**src/rtl/if_id_dump_controller.sv**
```systemverilog
// if_id_dump_controller: debug-side reader of the IF/ID latch snapshot.
// Issues single-cycle execute pulses in step mode. After each step, or on a
// dump request, it freezes the snapshot word and streams it to the debug UART
// LSB byte first over a valid/ready byte interface. It also tracks EOF.
// Optional build macro DUMP_HEADER_EN: prefix each dump with header byte 8'hA5.
//
// state   | meaning
// --------+-------------------------------------------------------------
// IDLE    | waiting for a step or dump request
// STEP    | one-cycle execute pulse to the latch
// CAPTURE | freeze snapshot and EOF flag into shadow registers
// SEND    | stream bytes, advancing only when the transmitter accepts one
// DONE    | one-cycle completion pulse; fold captured EOF into halted
module if_id_dump_controller #(
   parameter int IF_ID_SIZE = 44,
   parameter int NB_BYTE    = 8
) (
   input  logic                  i_clk,
   input  logic                  i_reset,
   input  logic [1:0]            i_pipeline_mode,
   input  logic                  i_step_req,
   input  logic                  i_dump_req,
   input  logic [IF_ID_SIZE-1:0] i_IF_ID_data,
   input  logic                  i_eof_flag,
   output logic                  o_execute_instruct,
   output logic [NB_BYTE-1:0]    o_tx_data,
   output logic                  o_tx_valid,
   input  logic                  i_tx_ready,
   output logic                  o_busy,
   output logic                  o_done,
   output logic                  o_halted
);

   localparam int NB_BYTES = (IF_ID_SIZE + NB_BYTE - 1) / NB_BYTE;
`ifdef DUMP_HEADER_EN
   localparam int NB_TX = NB_BYTES + 1;
   localparam logic [NB_BYTE-1:0] HEADER = NB_BYTE'(8'hA5);
`else
   localparam int NB_TX = NB_BYTES;
`endif
   localparam int IDX_W = (NB_TX > 1) ? $clog2(NB_TX) : 1;
   localparam logic [IDX_W-1:0] LAST_IDX = IDX_W'(NB_TX - 1);
   localparam logic [1:0] MODE_STEP = 2'b11;

   typedef enum logic [2:0] {
      IDLE    = 3'd0,
      STEP    = 3'd1,
      CAPTURE = 3'd2,
      SEND    = 3'd3,
      DONE    = 3'd4
   } state_t;

   state_t                                state;
   logic [NB_BYTES-1:0][NB_BYTE-1:0]      shadow;
   logic [NB_BYTES*NB_BYTE-1:0]           data_ext;
   logic [IDX_W-1:0]                      index;
   logic                                  eof_cap;
   logic [NB_BYTE-1:0]                    cur_byte;

   // Zero-extend the snapshot so padding bits in the last byte read as 0.
   always_comb begin
      data_ext                 = '0;
      data_ext[IF_ID_SIZE-1:0] = i_IF_ID_data;
   end

   // Select the byte at the current index; the bus is quiet outside SEND.
   always_comb begin
`ifdef DUMP_HEADER_EN
      if (index == '0) cur_byte = HEADER;
      else             cur_byte = shadow[index - 1'b1];
`else
      cur_byte = shadow[index];
`endif
      o_tx_data = o_tx_valid ? cur_byte : '0;
   end

   // Sequencer: state, shadow registers and registered status outputs.
   always_ff @(posedge i_clk or posedge i_reset) begin
      if (i_reset) begin
         state              <= IDLE;
         shadow             <= '0;
         index              <= '0;
         eof_cap            <= 1'b0;
         o_execute_instruct <= 1'b0;
         o_tx_valid         <= 1'b0;
         o_busy             <= 1'b0;
         o_done             <= 1'b0;
         o_halted           <= 1'b0;
      end else begin
         o_execute_instruct <= 1'b0;
         o_done             <= 1'b0;
         case (state)
            IDLE: begin
               // Step wins over a simultaneous dump; the step dumps anyway.
               if (i_step_req && (i_pipeline_mode == MODE_STEP) && !o_halted) begin
                  state              <= STEP;
                  o_execute_instruct <= 1'b1;
                  o_busy             <= 1'b1;
               end else if (i_dump_req) begin
                  state  <= CAPTURE;
                  o_busy <= 1'b1;
               end
            end
            STEP: begin
               state <= CAPTURE;
            end
            CAPTURE: begin
               shadow     <= data_ext;
               eof_cap    <= i_eof_flag;
               index      <= '0;
               state      <= SEND;
               o_tx_valid <= 1'b1;
            end
            SEND: begin
               if (i_tx_ready) begin
                  if (index == LAST_IDX) begin
                     state      <= DONE;
                     o_tx_valid <= 1'b0;
                     o_done     <= 1'b1;
                  end else begin
                     index <= index + 1'b1;
                  end
               end
            end
            DONE: begin
               o_halted <= o_halted | eof_cap;
               state    <= IDLE;
               o_busy   <= 1'b0;
            end
            default: begin
               state      <= IDLE;
               o_tx_valid <= 1'b0;
               o_busy     <= 1'b0;
            end
         endcase
      end
   end

endmodule

```
**config.mk**
```make
export PLATFORM = sky130hd
export DESIGN_NAME = if_id_dump_controller
export DESIGN_NICKNAME = d
export VERILOG_FILES = /design/src/rtl/if_id_dump_controller.sv
export SDC_FILE = /design/constraint.sdc
export NUM_CORES = 1
export LEC_CHECK = 0
export ABC_CLOCK_PERIOD_IN_PS = 5200
export BUFFER_PORTS_ARGS = -buffer_cell sky130_fd_sc_hd__buf_2
export CAP_MARGIN = 5
export CELL_PAD_IN_SITES_DETAIL_PLACEMENT = 2
export CELL_PAD_IN_SITES_GLOBAL_PLACEMENT = 2
export CORE_MARGIN = 4
export CORE_UTILIZATION = 39
export DETAILED_ROUTE_END_ITERATION = 10
export MAX_ROUTING_LAYER = met4
export PLACE_DENSITY = 0.87
export SLEW_MARGIN = 20
export SYNTH_ARGS = -nofsm -noshare
export SYNTH_HDL_FRONTEND = slang
export SYNTH_SLANG_ARGS = --single-unit
```
**constraint.sdc**
```tcl
create_clock -name i_clk -period 5.2 [get_ports i_clk]
set_input_delay 1.04 -clock i_clk [delete_from_list [all_inputs] [get_ports i_clk]]
set_output_delay 1.04 -clock i_clk [all_outputs]
set_load 0.05 [all_outputs]
```
==> results of run 1 <==
cell type report:
| cell class | instances | area [um2] |
|---|---|---|
| Clock inverter | 1 | 8.76 |
| Tap cell | 96 | 120 |
| Timing Repair Buffer | 65 | 328 |
| Inverter | 4 | 15.0 |
| Fill cell | 684 | 3670 |
| Clock buffer | 7 | 76.3 |
| Multi-Input combinational cell | 118 | 1240 |
| Sequential cell | 56 | 1400 |
sequential cells by signal, summed over array words and instances (netlist names):
| name | flops |
|---|---|
| eof_cap | 1 |
| o_done | 1 |
| o_execute_instruct | 1 |
| index | 3 |
| state | 3 |
| o_halted | 1 |
| o_busy | 1 |
| shadow | 44 |
| o_tx_valid | 1 |
worst min-delay path by stage:
stage | start | end | slack, ps | cells after the start
after floorplan | shadow[16] | shadow[16] | 480 | 1
after global routing | shadow[32] | shadow[32] | 540 | 1
after detailed placement | shadow[32] | shadow[32] | 500 | 1
final | shadow[40] | shadow[40] | 520 | 1
after CTS | shadow[27] | shadow[27] | 520 | 1
after global placement | shadow[27] | shadow[27] | 490 | 1
through the flow:
| stage | std cells | utilization (%) | hold slack, ps | power, W | worst slack (ps) |
|---|---|---|---|---|---|
| finish | 347 | 46.5 | 519 | 0.00211 | 1920 |
| global route | 347 | 46.5 | 541 | 0.00224 | 1780 |
| CTS | 347 | 46.5 | 524 | 0.00213 | 1900 |
| detailed placement | 339 | 45.3 | 496 | 0.00188 | 2260 |
| global placement | 339 | 45.3 | 489 | 0.00183 | 2350 |
| floorplan | 188 | - | 480 | 0.00167 | 1840 |
critical path, stage by stage (launching register included):
cell and delay, ps:
sky130_fd_sc_hd__dfrtp_1 1010, sky130_fd_sc_hd__and4bb_2 350, sky130_fd_sc_hd__a2bb2oi_1 180, sky130_fd_sc_hd__o21ai_0 140, sky130_fd_sc_hd__buf_2 240
routing by layer:
layer	global-route usage [%]	wire (um)
met1	19.6	2760
met2	28.9	3500
met3	3.49	213
met4	3.96	84
met5	-	0
Yosys cell counts, types with 2 or more instances:
| master | number | area [um2] |
|---|---|---|
| sky130_fd_sc_hd__mux2_2 | 5 | 56.3 |
| sky130_fd_sc_hd__nand2_1 | 4 | 15.0 |
| sky130_fd_sc_hd__nand3b_1 | 2 | 15.0 |
| sky130_fd_sc_hd__o21ai_0 | 8 | 40.0 |
| sky130_fd_sc_hd__a2bb2oi_1 | 4 | 35.0 |
| sky130_fd_sc_hd__o22a_1 | 4 | 35.0 |
| sky130_fd_sc_hd__inv_1 | 4 | 15.0 |
| sky130_fd_sc_hd__dfrtp_1 | 56 | 1400 |
| sky130_fd_sc_hd__mux2_4 | 40 | 601 |
| sky130_fd_sc_hd__buf_12 | 4 | 80.1 |
| sky130_fd_sc_hd__nor3_1 | 2 | 10.0 |
| sky130_fd_sc_hd__nor2_1 | 3 | 11.3 |
| sky130_fd_sc_hd__a21oi_1 | 5 | 25.0 |
| sky130_fd_sc_hd__nand4b_1 | 2 | 17.5 |
| sky130_fd_sc_hd__buf_4 | 3 | 22.5 |
| sky130_fd_sc_hd__mux2i_1 | 21 | 210 |
| sky130_fd_sc_hd__ha_1 | 2 | 25.0 |
cells in the final DEF (no fill, tap or decap), types with 3 or more instances in the layout:
cell type | netlist | layout
sky130_fd_sc_hd__nand2_1 | 4 | 4
sky130_fd_sc_hd__mux2_4 | 40 | 40
sky130_fd_sc_hd__nor2_1 | 3 | 3
sky130_fd_sc_hd__a21oi_1 | 5 | 5
sky130_fd_sc_hd__buf_2 | 1 | 64
sky130_fd_sc_hd__o22a_1 | 4 | 4
sky130_fd_sc_hd__dfrtp_1 | 56 | 56
sky130_fd_sc_hd__mux2_2 | 5 | 5
sky130_fd_sc_hd__mux2i_1 | 21 | 21
sky130_fd_sc_hd__inv_1 | 4 | 3
sky130_fd_sc_hd__a2bb2oi_1 | 4 | 4
sky130_fd_sc_hd__o21ai_0 | 8 | 8
sky130_fd_sc_hd__clkbuf_8 | 0 | 5
logic make-up (layout without fill, tap and decap cells):
kind of cell | after synthesis | in the layout | share of synthesized area [%]
buffers and inverters | 14 | 77 | 4.99
AND/OR/NAND/NOR | 22 | 22 | 5.80
flip-flops | 56 | 56 | 50.3
multiplexers | 66 | 66 | 31.1
adder cells (fa/ha/maj) | 2 | 2 | 0.898
AO/OA/AOI/OAI | 28 | 28 | 6.87
report_power, final:
group          internal [W]  total, W  switching (W)
Combinational      0.000503   0.00104       0.000538
Clock             0.0000968  0.000237       0.000140
Sequential         0.000640  0.000828       0.000189
Total               0.00124   0.00211       0.000867
==> impl_summary.log, run 1 <==
[metrics] number of buffers added for setup after CTS: 0
[metrics] Primary FF master, synth: sky130_fd_sc_hd__dfrtp_1
[metrics] crit path capture type: output port
[metrics] worst hold-check path type: reg -> reg
[metrics] fmax: ~310 MHz
[metrics] remaining antenna violation count after routing: 0
[metrics] pins over their slew limit: 0
[metrics] largest buffer count on any clock path: 2
[metrics] flip-flop and latch count after synthesis: 56
[metrics] Worst EP arrival: 2240 ps
[metrics] net count after synthesis: ~240
[metrics] Residual DRC: 0
[metrics] height of the die: a little over 90 um
[metrics] worst rel slew slack: about a third
[metrics] number of synthesized flops with an enable pin: 0
[metrics] crit path to: o_tx_data[5]
[metrics] minimum period implied by the final worst setup slack: about 3300 ps
[metrics] die outline area: between 8000 and 9000 um2
[metrics] number of antenna cells inserted: 0
[metrics] drt first-iter violations: 37
[metrics] TNS Setup: 0 ps
[metrics] post-detailed-routing wire length: 6.56 mm
[metrics] sum of net half-perimeters after detailed placement: approximately 4.7 mm
[metrics] startpoint-to-endpoint class of the critical path: reg -> out
[metrics] count of yosys warnings during synthesis: 0
[metrics] cell area after layout: ~3200 um2
[metrics] number of global-route vias before repair: just over 2000
[metrics] depth of the worst register-to-register path: 5
[metrics] Leakage Power: 1.52 nW
[metrics] std cell rows: 30
[metrics] Die X: 92.5 um
[metrics] routed via count: roughly 1800
[metrics] maximum number of pins on one net before global-route repair: 57
[metrics] mean cell area of the mapped netlist: approximately 15 um2
[metrics] placed cell areas: 3110 um2
[metrics] distinct cell type count after synthesis: 36
[metrics] status: finished clean
[metrics] final hold violation count: 0
[metrics] number of antenna violations at the first check in global routing: 0
[metrics] number of endpoints failing setup at the final stage: 0
[metrics] global-route wire length before repair: 10.8 mm
[metrics] share of cells above drive strength 1: roughly half
[metrics] proportion of synthesized chip area in sequential cells: approximately half
[metrics] number of buffers inserted for hold repair after clock tree synthesis: 0
[metrics] R2R Setup Slk: between 2000 and 3000 ps
[metrics] CTS tree: yes
[metrics] Port Buffer Count: 64
[metrics] maximum net fanout on the critical path: 20
[metrics] Top Ports: 65
[metrics] total global-route track usage: between 10% and 20%
[metrics] overflow left after global routing: 0
[metrics] CTS sink cnt: 56
[metrics] area of the placeable core: approximately 6900 um2
[metrics] Post-Route Skew: 9.80 ps
[metrics] Syn Inst Count: ~190
[metrics] portion of the clock cycle consumed by the worst path in the final layout: 63.0%
[metrics] buffer cell driving the clock tree root: sky130_fd_sc_hd__clkbuf_8
[metrics] clock latency of the later-clocked register in the worst-skew pair: approximately 300 ps
[metrics] routed wire length per instance: about 19 um
[metrics] number of maximum-capacitance constraint violations: 0
[metrics] transition time at the pin with the least slew margin: just over 1000 ps
[metrics] Pre-Repair DR Iteration Count: 4
[metrics] area of the mapped netlist: between 2000 and 3000 um2
[metrics] via-per-instance ratio: about 5
[metrics] number of CTS-inserted buffers: 5
[metrics] critical path startpoint category: register
[metrics] start point of the critical path: index[1]
[metrics] worst IR drop on VDD: 0.000545 V
[metrics] area growth from synthesis to final layout: 14.7%
[metrics] Async SR Flop Fraction: 100%
[metrics] clock transition at the registers of the reported paths: 90 ps
[metrics] end of the worst register-to-register path: state[1]
[metrics] count of H-tree levels built during CTS: 2
[metrics] required time of the worst setup path: roughly 4200 ps
[metrics] power per unit of standard cell area: roughly 660 nW/um2
[metrics] nets@finish: 304
[metrics] number of gates resized after cts: 0
[metrics] FF-to-FF Start: index[1]
[metrics] starting utilization of the core area: roughly two fifths
[metrics] RSZ-0062 raised after global routing: false
[metrics] Final GP Congestion: between 0.7 and 0.8
No activity file was read; power rests on OpenSTA's default activity.
==> run 2: changes to the inputs <==
Settings changed: ABC_CLOCK_PERIOD_IN_PS 5200 to 2890, CORE_UTILIZATION 39 to 33, PLACE_DENSITY 0.87 to 0.78.
Clock period 5.2 ns to 2.89 ns, I/O delays scaled along.
==> run 2 against run 1 <==
Clock skew is 4.3 ps lower. Final cell count is 3.5% higher. First-iteration DRC count fell by 59%. Utilization is 6.9 points lower. Non-clock buffer count is 3 higher. Critical path depth is the same. Worst setup slack worse by 1700 ps. Cell area increased by 1.9%. Die area up 17%. Clock-buffer cell count decreased by 1.
==> impl_summary.log, run 2 (synthesis gave the netlist of run 1 again) <==
[metrics] Die X: roughly 100 um
[metrics] routed via count: about 1700
[metrics] largest buffer count on any clock path: 2
[metrics] number of global-route vias before repair: about 2000
[metrics] clock latency of the later-clocked register in the worst-skew pair: 310 ps
[metrics] area growth from synthesis to final layout: 16.8%
[metrics] FF/Latch Area: ~1400 um2
[metrics] number of antenna cells inserted: 0
[metrics] number of endpoints failing setup at the final stage: 0
[metrics] overflow left after global routing: 0
[metrics] number of CTS-inserted buffers: 5
[metrics] nets@finish: 307
[metrics] maximum number of pins on one net before global-route repair: between 40 and 50
[metrics] portion of the clock cycle consumed by the worst path in the final layout: a little over nine tenths
[metrics] share of cells above drive strength 1: 50.0%
[metrics] area taken by multi-input logic gates: between 1000 and 1500 um2
[metrics] Worst EP arrival: between 2000 and 2500 ps
[metrics] maximum net fanout on the critical path: 18
[metrics] R2R Setup Slk: about 870 ps
[metrics] Largest register FFs: between 40 and 50
[metrics] Post-Route Skew: around 5.5 ps
[metrics] filler cell count in the final layout: ~840
[metrics] sum of net half-perimeters after detailed placement: ~4.8 mm
[metrics] Final Worst Setup Slack: approximately 170 ps
[metrics] number of buffers added for setup after CTS: 0
[metrics] end of the worst register-to-register path: state[1]
[metrics] number of gates resized after cts: 0
[metrics] number of maximum-capacitance constraint violations: 0
[metrics] area of the placeable core: just over 8000 um2
[metrics] status: finished clean
[metrics] Top Ports: 65
[metrics] via-per-instance ratio: around 5
[metrics] clock transition at the registers of the reported paths: 100 ps
[metrics] RSZ-0062 raised after global routing: false
[metrics] startpoint-to-endpoint class of the critical path: reg -> out
[metrics] pins over their slew limit: 0
[metrics] worst rel slew slack: 42.2%
[metrics] die outline area: around 10000 um2
[metrics] Final GP Congestion: 0.726
[metrics] worst hold-check path type: in -> async
[metrics] FF-to-FF Start: index[1]
[metrics] TNS Setup: 0 ps
[metrics] most frequent standard cell in the layout excluding fill and tap cells: sky130_fd_sc_hd__buf_2
[metrics] crit path capture type: output port
[metrics] critical path startpoint category: register
[metrics] transition time at the pin with the least slew margin: between 800 and 900 ps
[metrics] power per unit of standard cell area: ~1200 nW/um2
[metrics] worst IR drop on VDD: between 0.0006 and 0.0007 V
[metrics] global-route wire length before repair: 10.8 mm
[metrics] count of H-tree levels built during CTS: 2
[metrics] depth of the worst register-to-register path: 5
[metrics] Leakage Power: 1.54 nW
[metrics] std cell rows: 33
[metrics] height of the die: approximately 100 um
[metrics] number of antenna violations at the first check in global routing: 0
[metrics] total global-route track usage: 14.1%
[metrics] routed wire length per instance: between 15 and 20 um
[metrics] remaining antenna violation count after routing: 0
[metrics] Port Buffer Count: between 60 and 70
[metrics] Residual DRC: 0
[metrics] worst setup slack after placement: 494 ps
[metrics] worst hold margin: 391 ps
[metrics] starting utilization of the core area: around 34%
[metrics] Pre-Repair DR Iteration Count: 4
[metrics] required time of the worst setup path: roughly 2300 ps
[metrics] CTS sink cnt: between 50 and 60
[metrics] top library cells by usage in the layout, fill and taps aside: 64 x sky130_fd_sc_hd__buf_2, 56 x sky130_fd_sc_hd__dfrtp_1, 40 x sky130_fd_sc_hd__mux2_4, 21 x sky130_fd_sc_hd__mux2i_1, 8 x sky130_fd_sc_hd__o21ai_0
[metrics] fmax: 368 MHz
[metrics] minimum period implied by the final worst setup slack: about 2700 ps
[metrics] largest registers: shadow: 44 flops, index: 3 flops, state: 3 flops
[metrics] final hold violation count: 0
[metrics] overall power: 0.00382 W
[metrics] CTS tree: yes
[metrics] Most flops, register: shadow
[metrics] post-detailed-routing wire length: about 6.4 mm
[metrics] buffer cell driving the clock tree root: sky130_fd_sc_hd__clkbuf_8
[metrics] drt first-iter violations: 15
[metrics] number of buffers inserted for hold repair after clock tree synthesis: 0
run 2: worst max-delay path by stage:
stage                     from            to  slack, ps  depth (start not counted)
floorplan           o_tx_valid  o_tx_data[0]         -7                          3
global placement      index[1]  o_tx_data[7]        550                          4
detailed placement    index[1]  o_tx_data[4]        490                          4
CTS                   index[1]  o_tx_data[4]        130                          4
global route          index[1]  o_tx_data[4]         50                          4
finish                index[1]  o_tx_data[4]        170                          4
run 2: metal layers:
layer	global-route usage, %	routed length, um
met5	-	0
met4	2.84	46
met3	2.71	215
met2	23.7	3300
met1	17.7	2850
run 2: cell type report:
type	count	share of cell area (%)
sequential	56	43.1
multi-input combinational	118	38.3
timing repair buffer	68	11.1
tap	105	4.04
clock buffer	6	2.54
inverter	4	0.500
clock inverter	2	0.461
run 2: through the flow:
stage / instances / instance area [um2] / utilization (%)
4_1_cts: 359 / 3250 / 39.6
3_3_place_gp: 351 / 3160 / 38.4
2_1_floorplan: 188 / 2790 / -
5_1_grt: 359 / 3250 / 39.6
3_5_place_dp: 351 / 3160 / 38.4
6_report: 359 / 3250 / 39.6
run 2: power by group:
group / internal (W) / switching, W
combinational: 0.000926 / 0.000987
sequential: 0.00115 / 0.000300
clock: 0.000195 / 0.000256
total: 0.00227 / 0.00154
run 2: worst max-delay path, stage by stage, from the launching register on:
cell	delay, ps
sky130_fd_sc_hd__dfrtp_1	920
sky130_fd_sc_hd__and4bb_2	350
sky130_fd_sc_hd__a2bb2oi_1	170
sky130_fd_sc_hd__o21ai_0	140
sky130_fd_sc_hd__buf_2	240
